**config.mk**
```make
export PLATFORM = sky130hd
export DESIGN_NAME = issue_axi_bridge
export DESIGN_NICKNAME = d
export VERILOG_FILES = /design/src/rtl/mgpu_axi_pkg.sv /design/src/rtl/mgpu_req_fifo.sv /design/src/rtl/issue_axi_bridge.sv
export SDC_FILE = /design/constraint.sdc
export NUM_CORES = 1
export LEC_CHECK = 0
export CAP_MARGIN = 0
export CORE_ASPECT_RATIO = 1.25
export CORE_MARGIN = 3
export CORE_UTILIZATION = 53
export CTS_CLUSTER_DIAMETER = 120
export DETAILED_ROUTE_END_ITERATION = 8
export PLACE_DENSITY = 0.87
export SETUP_SLACK_MARGIN = 0.5
export SLEW_MARGIN = 15
export SYNTH_ARGS = -nofsm -noshare
export SYNTH_HDL_FRONTEND = slang
export SYNTH_SLANG_ARGS = --single-unit
```
**constraint.sdc**
```tcl
create_clock -name clk -period 3.1 [get_ports clk]
set_clock_uncertainty 0.1 [all_clocks]
set_input_delay 0.62 -clock clk [delete_from_list [all_inputs] [get_ports clk]]
set_output_delay 0.62 -clock clk [all_outputs]
set_load 0.005 [all_outputs]
```
**src/rtl/mgpu_axi_pkg.sv**
```systemverilog
// Shared types for the issue-to-AXI4-Lite bridge.
//   - AXI response codes
//   - issue_req_t: one queued scheduler request
//   - bridge_st_t: launch FSM states
package mgpu_axi_pkg;

    localparam logic [1:0] RESP_OKAY   = 2'b00;
    localparam logic [1:0] RESP_EXOKAY = 2'b01;
    localparam logic [1:0] RESP_SLVERR = 2'b10;
    localparam logic [1:0] RESP_DECERR = 2'b11;

    typedef struct packed {
        logic [31:0] addr;
        logic        is_write;
        logic [31:0] wdata;
        logic [3:0]  wstrb;
    } issue_req_t;

    typedef enum logic [1:0] {
        IDLE    = 2'd0,
        SEND_RD = 2'd1,
        SEND_WR = 2'd2
    } bridge_st_t;

endpackage

```
**src/rtl/mgpu_req_fifo.sv**
```systemverilog
// Synchronous FIFO of issue_req_t entries.
// Ports:
//   clk, rst_n        clock, async active-low reset
//   push, wr_data     enqueue (caller guarantees !full)
//   pop, rd_data      dequeue (caller guarantees !empty); rd_data is the head
//   full, empty,count occupancy from registered state
module mgpu_req_fifo
    import mgpu_axi_pkg::*;
#(
    parameter int unsigned DEPTH = 4
) (
    input  logic                     clk,
    input  logic                     rst_n,
    input  logic                     push,
    input  issue_req_t               wr_data,
    input  logic                     pop,
    output issue_req_t               rd_data,
    output logic                     full,
    output logic                     empty,
    output logic [$clog2(DEPTH):0]   count
);

    localparam int unsigned PTR_W = $clog2(DEPTH);

    issue_req_t             mem_q [DEPTH];
    logic [PTR_W-1:0]       wr_ptr_q;
    logic [PTR_W-1:0]       rd_ptr_q;
    logic [PTR_W:0]         count_q;

    // Storage needs no reset; occupancy decides what is valid.
    always_ff @(posedge clk) begin
        if (push) begin
            mem_q[wr_ptr_q] <= wr_data;
        end
    end

    // Pointers wrap naturally because DEPTH is a power of two.
    always_ff @(posedge clk or negedge rst_n) begin
        if (!rst_n) begin
            wr_ptr_q <= '0;
            rd_ptr_q <= '0;
            count_q  <= '0;
        end else begin
            if (push) begin
                wr_ptr_q <= wr_ptr_q + 1'b1;
            end
            if (pop) begin
                rd_ptr_q <= rd_ptr_q + 1'b1;
            end
            case ({push, pop})
                2'b10:   count_q <= count_q + 1'b1;
                2'b01:   count_q <= count_q - 1'b1;
                default: count_q <= count_q;
            endcase
        end
    end

    assign rd_data = mem_q[rd_ptr_q];
    assign full    = (count_q == (PTR_W + 1)'(DEPTH));
    assign empty   = (count_q == '0);
    assign count   = count_q;

endmodule

```
**src/rtl/issue_axi_bridge.sv**
```systemverilog
// Scheduler issue stream to single-beat AXI4-Lite master.
// Ports:
//   clk, rst_n              clock, async active-low reset
//   issue_*                 valid/ready request stream from the warp scheduler
//   m_aw*/m_w*/m_b*         AXI-Lite write channels (bready tied high)
//   m_ar*/m_r*              AXI-Lite read channels (rready tied high)
//   rsp_valid/data/err      registered read-data return, one cycle after R
//   clear                   synchronous clear of completion/error counters
//   completed_count         B+R responses received (wraps)
//   error_count             error/unexpected responses (saturates)
//   outstanding             launched but unresponded transactions
//   idle                    FIFO empty, FSM idle, nothing in flight
module issue_axi_bridge
    import mgpu_axi_pkg::*;
#(
    parameter int unsigned REQ_DEPTH       = 4,
    parameter int unsigned MAX_OUTSTANDING = 4
) (
    input  logic        clk,
    input  logic        rst_n,
    input  logic        issue_valid,
    output logic        issue_ready,
    input  logic [31:0] issue_addr,
    input  logic        issue_is_write,
    input  logic [31:0] issue_wdata,
    input  logic [3:0]  issue_wstrb,
    output logic        m_awvalid,
    input  logic        m_awready,
    output logic [31:0] m_awaddr,
    output logic        m_wvalid,
    input  logic        m_wready,
    output logic [31:0] m_wdata,
    output logic [3:0]  m_wstrb,
    input  logic        m_bvalid,
    output logic        m_bready,
    input  logic [1:0]  m_bresp,
    output logic        m_arvalid,
    input  logic        m_arready,
    output logic [31:0] m_araddr,
    input  logic        m_rvalid,
    output logic        m_rready,
    input  logic [31:0] m_rdata,
    input  logic [1:0]  m_rresp,
    output logic        rsp_valid,
    output logic [31:0] rsp_data,
    output logic        rsp_err,
    input  logic        clear,
    output logic [31:0] completed_count,
    output logic [15:0] error_count,
    output logic [3:0]  outstanding,
    output logic        idle
);

    localparam logic [3:0] MAX_OUT = 4'(MAX_OUTSTANDING);

    // Request FIFO
    issue_req_t                  fifo_in;
    issue_req_t                  head;
    logic                        fifo_push;
    logic                        fifo_pop;
    logic                        fifo_full;
    logic                        fifo_empty;
    logic [$clog2(REQ_DEPTH):0]  fifo_count;

    assign fifo_in = '{addr: issue_addr, is_write: issue_is_write,
                       wdata: issue_wdata, wstrb: issue_wstrb};
    assign issue_ready = !fifo_full;
    assign fifo_push   = issue_valid && !fifo_full;

    mgpu_req_fifo #(
        .DEPTH (REQ_DEPTH)
    ) u_req_fifo (
        .clk     (clk),
        .rst_n   (rst_n),
        .push    (fifo_push),
        .wr_data (fifo_in),
        .pop     (fifo_pop),
        .rd_data (head),
        .full    (fifo_full),
        .empty   (fifo_empty),
        .count   (fifo_count)
    );

    // State
    bridge_st_t  state_q;
    logic        awvalid_q, wvalid_q, arvalid_q;
    logic [31:0] awaddr_q, wdata_q, araddr_q;
    logic [3:0]  wstrb_q;
    logic        aw_done_q, w_done_q;
    logic        inflight_write_q;
    logic [3:0]  outstanding_q, outstanding_d;
    logic [31:0] completed_q, completed_d;
    logic [15:0] error_q, error_d;
    logic        rsp_valid_q, rsp_err_q;
    logic [31:0] rsp_data_q;

    // Handshakes and launch decision
    logic aw_hs, w_hs, ar_hs, b_hs, r_hs;
    logic aw_done_n, w_done_n;
    logic launch_ok;

    assign aw_hs     = m_awvalid && m_awready;
    assign w_hs      = m_wvalid && m_wready;
    assign ar_hs     = m_arvalid && m_arready;
    assign b_hs      = m_bvalid;   // bready is always high
    assign r_hs      = m_rvalid;   // rready is always high
    assign aw_done_n = aw_done_q || aw_hs;
    assign w_done_n  = w_done_q || w_hs;

    // Reads and writes never share the in-flight window.
    assign launch_ok = (fifo_count != '0) && (outstanding_q < MAX_OUT) &&
                       ((outstanding_q == 4'd0) || (head.is_write == inflight_write_q));

    // A transaction counts as launched (and leaves the FIFO) once its
    // address and, for writes, its data have both been accepted.
    assign fifo_pop = ((state_q == SEND_RD) && ar_hs) ||
                      ((state_q == SEND_WR) && aw_done_n && w_done_n);

    always_ff @(posedge clk or negedge rst_n) begin
        if (!rst_n) begin
            state_q          <= IDLE;
            awvalid_q        <= 1'b0;
            wvalid_q         <= 1'b0;
            arvalid_q        <= 1'b0;
            awaddr_q         <= '0;
            wdata_q          <= '0;
            wstrb_q          <= '0;
            araddr_q         <= '0;
            aw_done_q        <= 1'b0;
            w_done_q         <= 1'b0;
            inflight_write_q <= 1'b0;
        end else begin
            case (state_q)
                IDLE: begin
                    if (launch_ok) begin
                        inflight_write_q <= head.is_write;
                        if (head.is_write) begin
                            awaddr_q  <= head.addr;
                            wdata_q   <= head.wdata;
                            wstrb_q   <= head.wstrb;
                            awvalid_q <= 1'b1;
                            wvalid_q  <= 1'b1;
                            state_q   <= SEND_WR;
                        end else begin
                            araddr_q  <= head.addr;
                            arvalid_q <= 1'b1;
                            state_q   <= SEND_RD;
                        end
                    end
                end
                SEND_RD: begin
                    if (ar_hs) begin
                        arvalid_q <= 1'b0;
                        state_q   <= IDLE;
                    end
                end
                SEND_WR: begin
                    if (aw_hs) begin
                        awvalid_q <= 1'b0;
                        aw_done_q <= 1'b1;
                    end
                    if (w_hs) begin
                        wvalid_q <= 1'b0;
                        w_done_q <= 1'b1;
                    end
                    if (aw_done_n && w_done_n) begin
                        aw_done_q <= 1'b0;
                        w_done_q  <= 1'b0;
                        state_q   <= IDLE;
                    end
                end
                default: state_q <= IDLE;
            endcase
        end
    end

    // Response accounting
    logic       any_rsp, unexpected, err_evt;
    logic [3:0] rsp_cnt, retire;

    always_comb begin
        any_rsp    = b_hs || r_hs;
        unexpected = any_rsp && (outstanding_q == 4'd0);
        rsp_cnt    = 4'(b_hs) + 4'(r_hs);
        retire     = 4'd0;
        if (any_rsp && !unexpected) begin
            retire = (rsp_cnt > outstanding_q) ? outstanding_q : rsp_cnt;
        end
        outstanding_d = outstanding_q - retire + 4'(fifo_pop);

        completed_d = completed_q;
        if (any_rsp && !unexpected) begin
            completed_d = completed_q + 32'(rsp_cnt);
        end

        // Simultaneous B and R implies mixed types in flight: flag it.
        err_evt = unexpected || (b_hs && r_hs) ||
                  (b_hs && (m_bresp != RESP_OKAY)) ||
                  (r_hs && (m_rresp != RESP_OKAY));
        error_d = error_q;
        if (err_evt && (error_q != 16'hFFFF)) begin
            error_d = error_q + 16'd1;
        end

        if (clear) begin
            completed_d = '0;
            error_d     = '0;
        end
    end

    always_ff @(posedge clk or negedge rst_n) begin
        if (!rst_n) begin
            outstanding_q <= '0;
            completed_q   <= '0;
            error_q       <= '0;
            rsp_valid_q   <= 1'b0;
            rsp_data_q    <= '0;
            rsp_err_q     <= 1'b0;
        end else begin
            outstanding_q <= outstanding_d;
            completed_q   <= completed_d;
            error_q       <= error_d;
            rsp_valid_q   <= r_hs;
            if (r_hs) begin
                rsp_data_q <= m_rdata;
                rsp_err_q  <= (m_rresp != RESP_OKAY);
            end
        end
    end

    assign m_awvalid       = awvalid_q;
    assign m_awaddr        = awaddr_q;
    assign m_wvalid        = wvalid_q;
    assign m_wdata         = wdata_q;
    assign m_wstrb         = wstrb_q;
    assign m_arvalid       = arvalid_q;
    assign m_araddr        = araddr_q;
    assign m_bready        = 1'b1;
    assign m_rready        = 1'b1;
    assign rsp_valid       = rsp_valid_q;
    assign rsp_data        = rsp_data_q;
    assign rsp_err         = rsp_err_q;
    assign completed_count = completed_q;
    assign error_count     = error_q;
    assign outstanding     = outstanding_q;
    assign idle            = fifo_empty && (state_q == IDLE) && (outstanding_q == 4'd0);

endmodule

```
Word-level counts from Yosys, hierarchy flattened

Memories as Yosys holds them, arrays and structs flattened.
Index checks and enable logic that the tools add are counted.

Bits in latches: 0
Memories: 1
Bits in read-only memories: 0
Logic and storage cells: 125
Memory bits (writable): 276
Flip-flop bits (word level): 201
Bits of input ports: 114
Output and inout bits: 193

Memories:

| memory           | depth | width | rd ports | clocked after memory_dff | wr ports | line                | RTL |
|---|---|---|---|---|---|---|---|
| u_req_fifo.mem_q | 4     | 69    | 1        | 0                        | 1        | mgpu_req_fifo.sv:25 | `issue_req_t mem_q [DEPTH];` |

Div/mod/pow operators: 0
Shifts and indexed selects: 0
Magnitude comparators: 2
Reductions and logical operators: 50
Add/subtract/negate cells: 9
Equal/unequal tests: 14
Multiply operators: 0
Muxes and demuxes: 28
Bitwise gates (word level): 1

Operators by type and width:

| cell                    | number |
|---|---|
| $mux W32                | 2 |
| $add A32 B2 Y32         | 1 |
| $mux W16                | 2 |
| $logic_and A1 B1 Y1     | 18 |
| $reduce_bool A2 Y1      | 9 |
| $add A16 B1 Y16 const B | 1 |
| $ne A16 B16 Y1 const B  | 1 |
| $mux W1                 | 13 |
| $ne A2 B2 Y1 const B    | 6 |
| $reduce_and A4 Y1       | 3 |
| $reduce_and A3 Y1       | 3 |
| $logic_or A1 B1 Y1      | 8 |
| $mux W2                 | 4 |
| $mux W4                 | 2 |
| $pmux W1 S2             | 3 |
| $pmux W2 S3             | 1 |
| $pmux W3 S2             | 1 |
| $reduce_and A2 Y1       | 3 |
| $add A2 B1 Y2 const B   | 2 |
| $add A4 B1 Y4           | 1 |
| $eq A2 B1 Y1 const B    | 2 |
| $eq A2 B2 Y1 const B    | 2 |
| $gt A2 B4 Y1            | 1 |
| $logic_not A4 Y1        | 1 |
| other kinds (13)        | 14 |

Longest topological paths before layout

Gate-level depths: netlist of run 1.

Depth after elaboration: 8
Depth in mapped cells: 17
Mapped depth without buffers: 15

Modules after synthesis

From an unflattened synthesis of run 1, not the netlist that was laid out.

Cells, all modules: 1061
Area, all modules: 18795.5 um^2

By module, submodules not included:

| module           | seq. area each (um^2) | area each (um^2) | cells each | instances |
|---|---|---|---|---|
| mgpu_req_fifo    | 8463.1                | 10430.0          | 398        | 1 |
| issue_axi_bridge | 4854.7                | 8365.5           | 663        | 1 |

Least setup slack after synthesis of run 1

OpenSTA, ideal clock, no wires.

Path type: input to register
Start point: input port m_rvalid
End point: register outstanding_q[2], in the netlist outstanding[2]
Slack: -787 ps
Cell stages on the path: 16
Required time: 2877 ps
Buffers on the path: 2
Arrival: 3664 ps
Setup time: 123 ps
Cells stage by stage: clkbuf_1 > clkbuf_1 > inv_1 > ha_1 > inv_1 > ha_1 > nor3b_1 > o21ai_0 > a21boi_0 > mux2i_1 > nor2_1 > ha_1 > inv_1 > ha_1 > fa_1 > xor2_1

Longest elaborated chain between the ends: 7

Ends and longest elaborated chain:

| item                                                                 | line                    | RTL |
|---|---|---|
| start, declared                                                      | issue_axi_bridge.sv:40  | `input logic m_rvalid,` |
| parallel branches: the longest is 4 deep, another holds $gt A2 B4 Y1 | n/a                     |  |
| $mux W4 *                                                            | issue_axi_bridge.sv:186 | `if (any_rsp && !unexpected) begin` |
| $sub A4 B4 Y4 *                                                      | issue_axi_bridge.sv:189 | `outstanding_d = outstanding_q - retire + 4'(fifo_pop);` |
| $add A4 B1 Y4 *                                                      | issue_axi_bridge.sv:189 |  |
| named net outstanding_d[2]                                           | issue_axi_bridge.sv:91  | `logic [3:0] outstanding_q, outstanding_d;` |
| end signal, assigned                                                 | issue_axi_bridge.sv:220 | `outstanding_q <= outstanding_d;` |
| end, declared                                                        | issue_axi_bridge.sv:91  |  |

Mark *: on every way through the listed nets, which the timed path passes.
A chain may end at the register's enable or synchronous reset.

Worst setup path after layout of run 1

Ends and elaborated chain as after synthesis.

==> out/results.ini, run 1 <==
[status]
outcome=finished clean

[place]
place_area_um2=22600
gp_congestion=0.833
dp_cells=1803
portBuffers=304
dp_hpwl_um=25800

[die]
die_w_um=174
fp-row-count=76
ios=307
initial_core_util_pct=53.9
die_area_um2=37500
core_area_um2=34600
dieHeight_um=216

[synthesis]
async_flop_share_pct=42.1
netlist_area_um2=18700
yosysUniqueCellTypes=47
ys.warnings.count=0
synth_top_area_share_pct=44.4
synth-seq-cells=477
syn_area_per_cell_um2=18.0
syn_inst=1037
yosysSeqAreaShare_pct=71.4
yosys.area.top_type=edfxtp_1
synthTopCellsByArea=edfxtp_1 (44%), dfrtp_1 (27%), mux4_2 (8.3%)
yosysMostFrequentCell=edfxtp_1
yosys-top-cells-count=edfxtp_1 (276), dfrtp_1 (201), mux2_2 (135), mux4_2 (69), nor2_1 (58)
synthFlopType=edfxtp_1
synth-edff-count=276

[timing]
maxSlewHeadroom_pct=28.4
fin_crit_ns=2.57
fin_setup_tns_ns=0
rsz0062_at_grt=true
drv_slew=0
whs_ns=0.329
tightest_slew_ns=1.07
finalHoldViolations=0
setup_viol=0
max_freq_mhz=389
timing.final.crit_share_pct=83.0

[cts]
worst_skew_pair.late_latency_ns=0.56
cts_buffer_depth=3
h-tree-depth=2
numCtsBuffers=45
clkTransAtPathRegs_ns=0.06
clockRootBuffer=clkbuf_16
numClockSinks=477
cts_tree=built

[detailed_routing]
drt_iter0_drc=714
num_vias=10589
first_pass_iters=5
routed_wl_um=41000
drcViolationCount=0
wl_per_cell_um=21.7
via_per_inst=5.60
ant_nets=0

[power_and_ir_drop]
finalPower_uw=20800
peakVddDrop_uv=749
leakage_uw=0.00912
powerDensity_nw_per_um2=853

[critical_path]
crit_chain=buf_8 -> inv_6 -> ha_4 -> inv_2 -> ha_4 -> nor3b_2 -> o21ai_1 -> a21boi_2 -> mux2i_1 -> nor2_1 -> ha_1 -> inv_2 -> ha_4 -> fa_2 -> xor2_1
crit_top_cell=ha_4
worstSetupStartpointType=input pin
worstSetupEndpointType=flop
worstPathRequired_ns=3.42
criticalPathCategory=input pin to flop
worstPathMaxFanout=3
critPathSlowestCell=fa_2
critPathMaxStageDelay_ns=0.33
arrival_ns=2.90

[global_route]
grt_pass1_wl_um=64900
overflow=0
track_usage_pct=22.1
first_global_vias=11469
grt_start_max_net_pins=71
antenna_found_initial=2

[final_layout]
nFillCells=2120
final_nets=1522
diodes=0
layout.cells.non_filler=1892
fin_area_um2=24400
drive_gt1_share_pct=26.3
areaGrowthSynthToFinish_pct=30.8

[worst_hold_path]
holdCritPathClass=input pin to flop

[job]
maxCapViolCount=0

## logic make-up after synthesis
family	after synthesis	share of synthesized area, %
xor+xnor	48	2.25
compound gates	45	1.88
other cells	1	0.0201
mux	207	16.6
simple gates	172	4.80
flops	477	71.4
fa+ha+maj	21	1.49
buf+inv	66	1.56
## metrics by stage
stage / setup WS, ns / util (%)
2_1_floorplan: -0.139 / -
3_3_place_gp: -0.447 / 65.4
3_5_place_dp: -0.541 / 65.4
4_1_cts: 0.494 / 70.4
5_1_grt: 0.412 / 70.5
6_report: 0.527 / 70.5
## worst max-delay path, delay by kind of cell
family,cells,cell delay [ns]
multiplexers,1,0.19
XOR/XNOR,1,0.16
AND/OR/NAND/NOR,2,0.21
adder cells (fa/ha/maj),5,1.22
buffers and inverters,4,0.20
AO/OA/AOI/OAI,2,0.27
## layer usage
metal,global-route usage (%),vias up,part of all wire (%)
met5,0,-,0.066
met4,6.73,4,2.6
met3,6.48,72,7.8
met2,39.1,406,53
met1,26.1,5447,37
li1,-,4660,-
## layout by cell type, fill, tap and decap left out, types with 6 or more instances in the layout
cell,n
a2111oi_2,7
a21oi_1,8
and3_1,8
and4_1,11
buf_12,12
buf_4,33
bufinv_16,6
clkbuf_16,47
clkbuf_8,11
clkdlybuf4s50_1,300
dfrtp_1,199
edfxtp_1,276
ha_1,15
inv_1,12
mux2_2,135
mux4_2,69
nand2_1,24
nand3_1,14
nand4_1,11
nor2_1,58
nor2b_1,9
nor3_1,6
nor4_1,6
xnor2_1,35
xor2_1,13
## repair_timing
action | in CTS | in global routing
buffers inserted | 1 | 3
hold buffers | 1 | 0
cloned | 0 | 0
pin swaps | 9 | 8
endpoints found under the setup margin | 4 | 7
gates resized for setup | 21 | 7
endpoints found under the hold margin | 54 | 0
## flip-flops by register name, summed over array words and instances (netlist names), 16 cells and up
name,count
m_araddr,32
m_awaddr,32
u_req_fifo.mem_q,276
rsp_data,32
m_wdata,32
completed_count,32
error_count,16
## report_power, final
| part | internal (uW) | switching [uW] | leakage (uW) |
|---|---|---|---|
| clock | 3550 | 2390 | 0.000806 |
| combinational | 3320 | 2610 | 0.00322 |
| sequential | 8290 | 674 | 0.00510 |
| total | 15200 | 5670 | 0.00912 |
## path summary, 6_finish.rpt
kind | from | slack, ns | cells after the start | endpoint
max | m_rvalid | 0.53 | 15 | outstanding[2]
min | m_rvalid | 0.33 | 2 | rsp_valid
max reg2reg | outstanding[0] | 0.57 | 11 | outstanding[2]
min reg2reg | rsp_err | 0.39 | 1 | rsp_err
max in group asynchronous | rst_n | 1.64 | 3 | m_awaddr[27]
min in group asynchronous | rst_n | 0.52 | 2 | error_count[15]
## layout make-up
| cell class | count | area [um^2] | area share [%] |
|---|---|---|---|
| clock buffer | 61 | 1330 | 5.45 |
| clock inverter | 23 | 320 | 1.31 |
| inverter | 18 | 72.6 | 0.297 |
| multi-input combinational | 495 | 5230 | 21.4 |
| sequential | 477 | 13300 | 54.6 |
| tap | 468 | 586 | 2.40 |
| timing repair buffer | 350 | 3550 | 14.5 |
No activity file was read; power rests on OpenSTA's default activity.
==> run 2, diff against run 1 <==
clock period = 2.4 ns   (was 3.1 ns; I/O delays follow)
==> run 2 against run 1 <==
- the flow now finishes with violations (setup timing)
- sequential power grew 29%
- sequential share of layout area shrank 5.4 points
- clock power grew 25%
- critical path depth shrank 4
- cell count grew 9.5%
- flip-flop and latch count is the same
- setup slack lost 0.89 ns
- largest power group unchanged
- highest routed layer unchanged
==> out/results.ini, run 2 (synthesis gave the netlist of run 1 again) <==
[status]
outcome=finished, violations left  ; was finished clean
violations=setup timing

[detailed_routing]
routed_wl_um=54800  ; was 41000 um
via_per_inst=5.89  ; was 5.60
ant_nets=0  ; unchanged
first_pass_iters=5  ; unchanged
wl_per_cell_um=26.4  ; was 21.7 um
num_vias=12200  ; was 10589
drcViolationCount=0  ; unchanged
drt_iter0_drc=928  ; was 714

[critical_path]
r2r_start=outstanding[0]  ; unchanged
worstSetupEndpointType=flop  ; unchanged
worstPathMaxFanout=2  ; was 3
worstPathRequired_ns=2.74  ; was 3.42 ns
ff2ff_path_depth=11  ; unchanged
timing.rr.end=outstanding[2]  ; unchanged
arrival_ns=3.11  ; was 2.90 ns
rrSetupSlack_ns=-0.37  ; was 0.57 ns
worstSetupStartpointType=flop  ; was input pin
criticalPathCategory=flop to flop  ; was input pin to flop

[final_layout]
layout.cells.non_filler=2071  ; was 1892
areaGrowthSynthToFinish_pct=45.2  ; was 30.8%
drive_gt1_share_pct=39.8  ; was 26.3%
largest_reg_flops=276  ; unchanged
final_nets=1697  ; was 1522
most-common-layout-cells=edfxtp_1 (276), dfrtp_1 (185), dlygate4sd2_1 (179)  ; was clkdlybuf4s50_1 (300), edfxtp_1 (276), dfrtp_1 (199)
largest_register=u_req_fifo.mem_q  ; unchanged
fin_area_um2=27100  ; was 24400 um^2
final_common_cell=edfxtp_1  ; was clkdlybuf4s50_1

[place]
gp_congestion=0.854  ; was 0.833
dp_cells=1823  ; was 1803
portBuffers=304  ; unchanged
dp_hpwl_um=27000  ; was 25800 um
place_area_um2=23200  ; was 22600 um^2

[cts]
clkTransAtPathRegs_ns=0.06  ; about the same
numCtsBuffers=47  ; was 45
clockRootBuffer=clkbuf_16  ; unchanged
worst_skew_pair.late_latency_ns=0.56  ; about the same
cts_buffer_depth=3  ; unchanged
h-tree-depth=2  ; unchanged
numClockSinks=477  ; unchanged
cts_tree=built  ; unchanged

[worst_hold_path]
whs_path_depth=4  ; was 2
worstHoldStart=m_rvalid  ; unchanged
holdPathEnd=rsp_err  ; was rsp_valid
holdCritPathClass=input pin to flop  ; unchanged

[global_route]
grt_pass1_wl_um=77500  ; was 64900 um
antenna_found_initial=7  ; was 2
first_global_vias=12768  ; was 11469
overflow=0  ; unchanged
track_usage_pct=26.9  ; was 22.1%
grt_start_max_net_pins=70  ; was 71

[timing]
drv_slew=0  ; unchanged
timing.final.crit_share_pct=115
setup_viol=35  ; was 0
fin_crit_ns=2.77
finalHoldViolations=0  ; unchanged
rsz0062_at_grt=true  ; unchanged
maxSlewHeadroom_pct=60.8  ; was 28.4%
max_freq_mhz=361
tightest_slew_ns=0.587  ; was 1.07 ns
fin_ws_ns=-0.367  ; was 0.527 ns

[power_and_ir_drop]
powerDensity_nw_per_um2=1060  ; was 853 nW/um^2
peakVddDrop_uv=915  ; was 749 uV
leakage_uw=0.0113  ; was 0.00912 uW

[die]
ios=307  ; unchanged
fp-row-count=76  ; unchanged
die_w_um=174  ; unchanged
initial_core_util_pct=53.9  ; unchanged
dieHeight_um=216  ; unchanged
die_area_um2=37500  ; unchanged
core_area_um2=34600  ; unchanged

[job]
maxCapViolCount=0  ; unchanged

==> run 2: cell count changes in the layout (fill, tap and decap cells not counted), moves of 7 or more <==
| cell | before | now |
|---|---|---|
| mux2_4 | 0 | 102 |
| buf_4 | 33 | 130 |
| buf_16 | 0 | 17 |
| a2111oi_2 | 7 | 0 |
| clkdlybuf4s50_1 | 300 | 109 |
| dfrtp_2 | 0 | 14 |
| dlygate4sd2_1 | 0 | 179 |
| ha_1 | 15 | 8 |
| buf_6 | 1 | 48 |
| mux2_2 | 135 | 35 |
| buf_12 | 12 | 23 |
| a2111oi_4 | 0 | 8 |
| inv_1 | 12 | 5 |
| dfrtp_1 | 199 | 185 |
==> run 2: worst max-delay path by stage <==
stage,start,slack [ns],to,depth (start not counted)
5_1_grt,outstanding[0],-0.41,outstanding[2],11
2_1_floorplan,m_rvalid,-0.70,outstanding[2],16
3_3_place_gp,m_bvalid,-1.03,outstanding[2],15
6_report,outstanding[0],-0.37,outstanding[2],11
4_1_cts,outstanding[0],-0.13,outstanding[2],11
3_5_place_dp,m_bvalid,-1.14,outstanding[2],15
==> run 2: final cells by class <==
cell class	count	area, um^2
multi-input combinational	496	6240
inverter	18	77.6
timing repair buffer	522	5280
clock inverter	20	201
fill	1789	7510
sequential	477	13300
clock buffer	67	1370
antenna	3	7.51
tap	468	586
==> run 2: where the power goes <==
| group | total [uW] | switching, uW | internal (uW) |
|---|---|---|---|
| combinational | 9780 | 4280 | 5500 |
| sequential | 11600 | 875 | 10700 |
| clock | 7410 | 3100 | 4310 |
| total | 28800 | 8250 | 20500 |
==> run 2: what timing repair did <==
action | 4_1_cts | 5_1_grt
hold buffers | 1 | 0
buffers inserted | 101 | 40
gates cloned | 16 | 0
gates resized for setup | 393 | 94
setup endpoints to repair | 347 | 168
hold endpoints to repair | 31 | 0
pin swaps | 48 | 62
==> run 2: per-stage QoR <==
step	setup WS [ns]	utilization [%]	hold WS [ns]	power [uW]	setup TNS, ns
floorplan	-0.699	-	0.0844	15900	-2.33
global placement	-1.03	67.0	0.311	19400	-18.81
detailed placement	-1.14	67.0	0.310	19800	-21.64
CTS	-0.134	76.3	0.243	28100	-0.243
global route	-0.412	78.3	0.263	30000	-5.10
finish	-0.367	78.3	0.272	28800	-2.24
==> run 2: critical path: stages, from the launching register on <==
cell      delay (ns)
dfrtp_2         0.44
ha_4            0.24
nor3b_2         0.19
o21ai_1         0.12
a21boi_2        0.21
mux2i_1         0.27
nor2_1          0.07
ha_1            0.31
inv_2           0.06
ha_4            0.16
fa_2            0.34
xor2_1          0.15
==> run 2: per-layer routing <==
metal / GRT usage (%) / share of wire (%) / routed length [um] / vias to the layer above
met4: 9.04 / 4.9 / 2700 / 8
met3: 6.79 / 8.2 / 4510 / 239
met1: 31.9 / 34 / 18700 / 6198
met2: 48.1 / 53 / 28800 / 726
met5: 0 / 0.10 / 56 / -
li1: - / - / - / 5029
==> run 3, diff against run 2 <==
SLEW_MARGIN = unset   (was 15)
==> results of run 3 <==
No change in the layout: final DEF, timing and power equal those of run 2.
